[config.mk]
export PLATFORM = sky130hd
export DESIGN_NAME = fetch_buffer
export DESIGN_NICKNAME = d
export VERILOG_FILES = /design/src/rtl/uarch_pkg.sv /design/src/rtl/fetch_buffer.sv
export SDC_FILE = /design/constraint.sdc
export NUM_CORES = 1
export LEC_CHECK = 0
export ABC_AREA = 0
export BUFFER_PORTS_ARGS = -buffer_cell sky130_fd_sc_hd__buf_2
export CAP_MARGIN = 20
export CORE_UTILIZATION = 45
export DETAILED_ROUTE_END_ITERATION = 8
export GPL_TIMING_DRIVEN = 0
export PLACE_DENSITY = 0.65
export SLEW_MARGIN = 0
export SYNTH_ARGS = -nofsm -noshare
export SYNTH_HDL_FRONTEND = slang
export SYNTH_SLANG_ARGS = --single-unit
[constraint.sdc]
create_clock -name clk -period 6.1 [get_ports clk]
set_clock_uncertainty 0.2 [all_clocks]
set_input_delay 0.305 -clock clk [delete_from_list [all_inputs] [get_ports clk]]
set_output_delay 0.305 -clock clk [all_outputs]
set_load 0.01 [all_outputs]
[src/rtl/uarch_pkg.sv]
// Shared micro-architecture types and constants for the front end.
package uarch_pkg;

  localparam int CPU_ADDR_BITS = 32;
  localparam int CPU_INST_BITS = 32;

  // ADDI x0,x0,0
  localparam logic [CPU_INST_BITS-1:0] INST_NOP = 32'h0000_0013;

  typedef struct packed {
    logic [CPU_ADDR_BITS-1:0] pc;
    logic [CPU_INST_BITS-1:0] slot0;
    logic [CPU_INST_BITS-1:0] slot1;
  } fb_entry_t;

endpackage

[src/rtl/fetch_buffer.sv]
// Instruction-pair FIFO between fetch and decode with first-word-fall-through output.
// Optional same-cycle bypass when empty: define FETCH_BUFFER_BYPASS_EN.
module fetch_buffer
  import uarch_pkg::*;
#(
  parameter int                       FB_DEPTH = 4,
  parameter logic [CPU_INST_BITS-1:0] NOP_INST = INST_NOP
) (
  input  logic                          clk,
  input  logic                          rst_n,
  input  logic                          flush,
  input  logic                          fetch_val,
  output logic                          fetch_rdy,
  input  logic [CPU_ADDR_BITS-1:0]      fetch_pc,
  input  logic [CPU_INST_BITS-1:0]      fetch_inst0,
  input  logic [CPU_INST_BITS-1:0]      fetch_inst1,
  input  logic [1:0]                    fetch_mask,
  input  logic                          decode_rdy,
  output logic                          inst_val,
  output logic [CPU_ADDR_BITS-1:0]      inst0_pc,
  output logic [CPU_ADDR_BITS-1:0]      inst1_pc,
  output logic [CPU_INST_BITS-1:0]      inst0,
  output logic [CPU_INST_BITS-1:0]      inst1,
  output logic [$clog2(FB_DEPTH):0]     fb_count
);

  localparam int IW = $clog2(FB_DEPTH);
  localparam int PW = IW + 1;

  logic [PW-1:0] r_wr_ptr;
  logic [PW-1:0] r_rd_ptr;
  fb_entry_t     r_mem [FB_DEPTH];

  logic      w_empty;
  logic      w_full;
  logic      w_enq;
  logic      w_write;
  logic      w_deq;
  logic      w_bypass;
  fb_entry_t w_new;
  fb_entry_t w_head;
  fb_entry_t w_out;

  // Left-justify a half group so slot 0 always holds the oldest valid instruction.
  function automatic fb_entry_t form_entry(
    input logic [CPU_ADDR_BITS-1:0] pc,
    input logic [CPU_INST_BITS-1:0] i0,
    input logic [CPU_INST_BITS-1:0] i1,
    input logic [1:0]               mask
  );
    fb_entry_t e;
    case (mask)
      2'b10: begin
        e.pc    = pc + CPU_ADDR_BITS'(4);
        e.slot0 = i1;
        e.slot1 = NOP_INST;
      end
      2'b01: begin
        e.pc    = pc;
        e.slot0 = i0;
        e.slot1 = NOP_INST;
      end
      default: begin
        e.pc    = pc;
        e.slot0 = i0;
        e.slot1 = i1;
      end
    endcase
    return e;
  endfunction

  assign w_empty = (r_wr_ptr == r_rd_ptr);
  assign w_full  = (r_wr_ptr[IW-1:0] == r_rd_ptr[IW-1:0]) && (r_wr_ptr[IW] != r_rd_ptr[IW]);
  assign w_enq   = fetch_val && !w_full && (fetch_mask != 2'b00) && !flush;
  assign w_new   = form_entry(fetch_pc, fetch_inst0, fetch_inst1, fetch_mask);
  assign w_head  = r_mem[r_rd_ptr[IW-1:0]];

`ifdef FETCH_BUFFER_BYPASS_EN
  assign w_bypass = w_empty && w_enq;
`else
  assign w_bypass = 1'b0;
`endif

  // A bypassed group taken by decode in the same cycle never touches storage.
  assign w_write = w_enq && !(w_bypass && decode_rdy);
  assign w_deq   = !w_empty && decode_rdy;
  assign w_out   = w_bypass ? w_new : w_head;

  assign inst_val  = !w_empty || w_bypass;
  assign inst0_pc  = w_out.pc;
  assign inst1_pc  = w_out.pc + CPU_ADDR_BITS'(4);
  assign inst0     = w_out.slot0;
  assign inst1     = w_out.slot1;
  assign fetch_rdy = !w_full;
  assign fb_count  = r_wr_ptr - r_rd_ptr;

  // Pointer update; flush outranks any same-cycle enqueue or dequeue.
  always_ff @(posedge clk or negedge rst_n) begin
    if (!rst_n) begin
      r_wr_ptr <= '0;
      r_rd_ptr <= '0;
    end else if (flush) begin
      r_wr_ptr <= '0;
      r_rd_ptr <= '0;
    end else begin
      if (w_write) r_wr_ptr <= r_wr_ptr + PW'(1);
      if (w_deq)   r_rd_ptr <= r_rd_ptr + PW'(1);
    end
  end

  // Payload storage; validity is tracked by the pointers alone.
  always_ff @(posedge clk) begin
    if (w_write) r_mem[r_wr_ptr[IW-1:0]] <= w_new;
  end

endmodule

Word level (Yosys, flattened, before mapping)
Memories as Yosys holds them, arrays and structs flattened.
Cells that the tools add are included.
{"block": "totals", "regBits": 6, "mem_bits_rw": 384, "in_bits": 103, "out_inout_bits": 133, "elab_cells": 31, "n_memories": 1}
{"name": "r_mem", "words": 4, "word_bits": 96, "read_ports": 1, "rd_ports_with_merged_regs": 0, "wr": 1, "line_no": "fetch_buffer.sv:32", "rtl": "fb_entry_t r_mem [FB_DEPTH];"}
{"block": "classes", "add_sub_neg": 5, "eq_ne": 5, "n_mux": 7, "reduce_logical": 11}
{"cell": "96-bit case mux with 2 select lines", "count": 1}
{"cell": "32-bit by 3-bit adder with 32-bit output, second input constant", "count": 2}
{"cell": "3-bit 2-to-1 mux", "count": 4}
{"cell": "3-bit by 1-bit adder with 3-bit output, second input constant", "count": 2}
{"cell": "2-bit nonzero test", "count": 3}
{"cell": "1-bit logical AND", "count": 5}
{"cell": "3-bit == test", "count": 1}
{"cell": "1-bit logical NOT", "count": 3}
{"cell": "3-bit subtractor", "count": 1}
{"cell": "2-bit by 1-bit == test with 1-bit output, second input constant", "count": 1}
{"cell": "2-bit == test", "count": 1}
{"cell": "2-bit == test, second input constant", "count": 1}
{"cell": "1-bit 2-to-1 mux", "count": 2}
{"cell": "1-bit inequality test", "count": 1}

Longest topological paths before layout
{"block": "logic_depth", "ltp_word": 8, "ltp_mapped": 11}

Least setup slack after synthesis
OpenSTA, ideal clock, no wires.
{"block": "synth_path", "kind": "register to register", "start": "register r_rd_ptr[1]", "end": "memory r_mem[0][0] in the netlist's numbering, enable pin", "arrival_ns": 4.458, "required_time_ns": 5.434, "path_slack_ns": 0.976, "stages_incl_launch_ff": 12, "n_path_buf": 5, "path_cell_list": "dfrtp_1 > buf_2 > buf_4 > buf_2 > buf_2 > buf_2 > inv_1 > ha_1 > nand3b_1 > nand3b_1 > nor2_1 > and2_1"}
{"block": "synth_between", "elab_chain_len": 8}
{"element": "start, declared", "line_no": "fetch_buffer.sv:31", "rtl": "logic [PW-1:0] r_rd_ptr;"}
{"element": "start signal, assigned", "line_no": "fetch_buffer.sv:107", "rtl": "if (w_deq) r_rd_ptr <= r_rd_ptr + PW'(1);"}
{"element": "2-bit == test", "line_no": "fetch_buffer.sv:73", "rtl": "assign w_full = (r_wr_ptr[IW-1:0] == r_rd_ptr[IW-1:0]) && (r_wr_ptr[IW] != r_rd_ptr[IW]);"}
{"element": "1-bit logical AND", "line_no": "fetch_buffer.sv:73"}
{"element": "1-bit logical NOT"}
{"element": "named net fetch_rdy", "line_no": "fetch_buffer.sv:13", "rtl": "output logic fetch_rdy,"}
{"element": "1-bit logical AND (3 in series)", "line_no": "fetch_buffer.sv:74", "rtl": "assign w_enq = fetch_val && !w_full && (fetch_mask != 2'b00) && !flush;"}
{"element": "1-bit 2-to-1 mux", "line_no": "fetch_buffer.sv:113", "rtl": "if (w_write) r_mem[r_wr_ptr[IW-1:0]] <= w_new;"}
{"element": "1-bit 2-to-1 mux (not written as such)", "line_no": "fetch_buffer.sv:113"}
{"element": "end, declared", "line_no": "fetch_buffer.sv:32"}
The timed path passes the listed nets, and every way through them passes these cells.

Final worst setup path
{"block": "layout_path", "start": "register r_rd_ptr[1]", "end": "memory r_mem[1][46] in the netlist's numbering, enable pin"}
{"block": "layout_between", "elab_chain_len": 8}
{"element": "2-bit == test", "line_no": "fetch_buffer.sv:73"}
{"element": "1-bit logical AND", "line_no": "fetch_buffer.sv:73"}
{"element": "1-bit logical NOT", "line_no": "fetch_buffer.sv:74"}
{"element": "1-bit logical AND (3 in series)", "line_no": "fetch_buffer.sv:74"}
{"element": "1-bit 2-to-1 mux", "line_no": "fetch_buffer.sv:113"}
{"element": "1-bit 2-to-1 mux (not written as such)", "line_no": "fetch_buffer.sv:113"}
Every way passes these cells.

==> metrics <==
CTS Root Cell clkbuf_16; post-detailed-route count of antenna-violating nets 0; area of the core 35800 um2; vias in the first global route 9833; crit-path leading delay family buffers and inverters; HP Class in -> reg; DR pass1 iterations 7; chip width 193 um; clock latency on the worst-skew pair 0.52 ns; post-place setup slack 1.35 ns; H-tree levels 2; failing checks design-rule violations; Yosys top cell by area edfxtp_1; final setup fails 0; CP Class reg -> reg; largest net degree at the start of global routing 54; worst path cell trace buf_2 -> buf_4 -> buf_2 -> buf_2 -> buf_2 -> inv_1 -> ha_1 -> nand3b_1 -> nand3b_1 -> nor2_1 -> and2_4 -> buf_16; synthesized instance count 878; pwr dens 329 nW/um2; Rows 69; EDFF count, synth 384; CP Capture Type register; worst setup margin 1.38 ns; top-area cell type share of the netlist area 0.700; Least-Margin Pin Slew 1.09 ns; Final Hold Vio Count 0; Total Neg Setup Slack 0 ns; Post-CTS Hold Fix Bufs 86; top post-synthesis cells by area edfxtp_1 70%, mux4_2 12%, a22o_1 2.1%; Synth Cell Area 16500 um2; critical path depth 12; P_int 5050 uW; vias per cell 5.59; unique cell type count in the Yosys netlist 53; total vias in the final route 9745; CP required 6.08 ns; simple-gate share of the synthesized area 0.0614; Layout Nets 1362; number of synthesized register bits 390; Psw 1700 uW; fin crit share 0.774; Post-Syn Nets 994; post-CTS setup buffer count 0; synth warn 0; number of I/O pins 236; CP arrival 4.70 ns; Top cell by count, worst path buf_2; Worst-path clk slew 0.06 ns; Total Routed Length 40100 um; crit path max fanout 52; Slowest cell on crit path and2_4; WL per Instance 23.0 um; Die ar. 37400 um2; Worst Reg-to-Reg Cells 12; Fmax 0.212 GHz; share of cells above drive strength 1 0.341; main flop type after synthesis edfxtp_1; cell with the most instances after synthesis edfxtp_1; status complete, but fails checks; number of DRC markers in iteration 0 718; CTS tree done; Async SR Flop Fraction 0.0154; first-pass GRT wire length 60500 um; mux contribution to synthesized area 0.136; WHS 0.0219 ns; post-CTS resize count 0; leakage power 0.00715 uW; GRT overflow 0; clock buffer count from CTS 40; RSZ-0062 raised after global routing false; complex-gate fraction of the synthesized area 0.0431; clock share of power 0.351; largest family of logic cells by synthesized area multiplexers; chip height 193 um; startpoint types register; XOR/XNOR share of the synthesized area 0.0186; Max rail drop VDD 0.239 mV; Comb power frac 0.195; hpwl dp 26200 um; hold path cells 2; Post-synth top cells 384 x edfxtp_1, 91 x mux4_2, 40 x a22o_1, 35 x nor2b_1, 31 x nand2_1; clk sinks 390; Syn Area/Cell 18.8 um2; count of final max-slew check failures 0; slowest stage delay, CP 0.71 ns; register area share after synthesis 0.709; worst relative slew slack 0.272; Initial Util 0.460; # port buffers 235; Seq pwr share 0.454; Remaining DRCs 36; switch share 0.252; Synth-to-Final Area Change 24.5%; post-route minimum period 4.72 ns; Adder-Cell Fraction of Synth Area 0.0103; Placer Congestion 0.846; initial antenna violation count 3; clk buf depth 3; GRT Util Overall 0.216; max_cap viols 0; Buf+Inv Stages, Crit Path 7
-- routing by layer --
| layer | global-route usage | wire length [um] | up-vias |
|---|---|---|---|
| li1 | - | - | 4357 |
| met1 | 0.297 | 17200 | 5022 |
| met2 | 0.360 | 19900 | 321 |
| met3 | 0.0377 | 2260 | 45 |
| met4 | 0.0539 | 699 | 0 |
| met5 | 0 | 0 | - |
-- power by group through the flow --
stage	clock network [uW]	logic [uW]	registers, uW
6_report	2370	1320	3060
5_1_grt	2510	1420	3070
4_1_cts	2410	1340	3060
3_5_place_dp	0	1280	3120
3_3_place_gp	0	1260	3130
2_1_floorplan	0	795	3120
-- worst paths after layout --
| check | slack (ns) | to | start |
|---|---|---|---|
| max | 1.38 | r_mem[1][46]$_DFFE_PP_ | r_rd_ptr[1]$_DFFE_PN0P_ |
| min | 0.02 | r_mem[2][14]$_DFFE_PP_ | fetch_inst1[14] |
| max reg2reg | 1.38 | r_mem[1][46]$_DFFE_PP_ | r_rd_ptr[1]$_DFFE_PN0P_ |
| min reg2reg | 0.37 | r_wr_ptr[2]$_DFFE_PN0P_ | r_wr_ptr[2]$_DFFE_PN0P_ |
| max in group asynchronous | 4.93 | r_wr_ptr[1]$_DFFE_PN0P_ | rst_n |
| min in group asynchronous | 0.55 | r_rd_ptr[2]$_DFFE_PN0P_ | rst_n |
-- metrics by stage --
| step | util | power (uW) | area (um2) | cells |
|---|---|---|---|---|
| final | 0.573 | 6750 | 20500 | 1744 |
| after global routing | 0.572 | 7000 | 20500 | 1741 |
| after CTS | 0.572 | 6820 | 20500 | 1738 |
| after detailed placement | 0.513 | 4400 | 18400 | 1579 |
| after global placement | 0.509 | 4390 | 18200 | 1574 |
| after floorplan | - | 3910 | 16500 | 878 |
-- registers in the layout (all words and copies together), names as in the netlist --
signal    count
r_rd_ptr      3
r_mem       384
r_wr_ptr      3
-- cells by family (layout without fill, tap and decap cells) --
kind of cell             after synthesis  in the layout
multiplexers                         101            101
AO/OA/AOI/OAI                        100            100
buffers and inverters                 64            463
flip-flops                           390            390
XOR/XNOR                              35             35
AND/OR/NAND/NOR                      175            175
adder cells (fa/ha/maj)               13             13
other                                  0              6
-- cell type report --
class / count / area [um2]
Antenna cell: 6 / 15.0
Buffer: 50 / 307
Clock buffer: 51 / 1060
Clock inverter: 22 / 206
Fill cell: 2741 / 15300
Inverter: 14 / 52.6
Multi-Input combinational cell: 424 / 4440
Sequential cell: 390 / 11700
Tap cell: 461 / 577
Timing Repair Buffer: 326 / 2170
-- worst reg2reg max path: cells and delay by family, from the launching register on --
family	cells	cell delay [ns]
buf+inv	7	2.02
simple gates	4	1.33
flops	1	0.43
fa+ha+maj	1	0.30
-- placed cells by master, fill, tap and decap left out, types with 20 or more instances in the layout --
cell           instances
edfxtp_1             384
dlygate4sd3_1         86
mux4_2                91
xnor2_1               26
nand3_1               25
clkbuf_16             41
nand2_1               31
nand4_1               20
a22o_1                40
clkbuf_1              34
nor2b_1               35
buf_2                246
o21ai_0               27
Note: power is estimated with default switching activity, not from simulation.
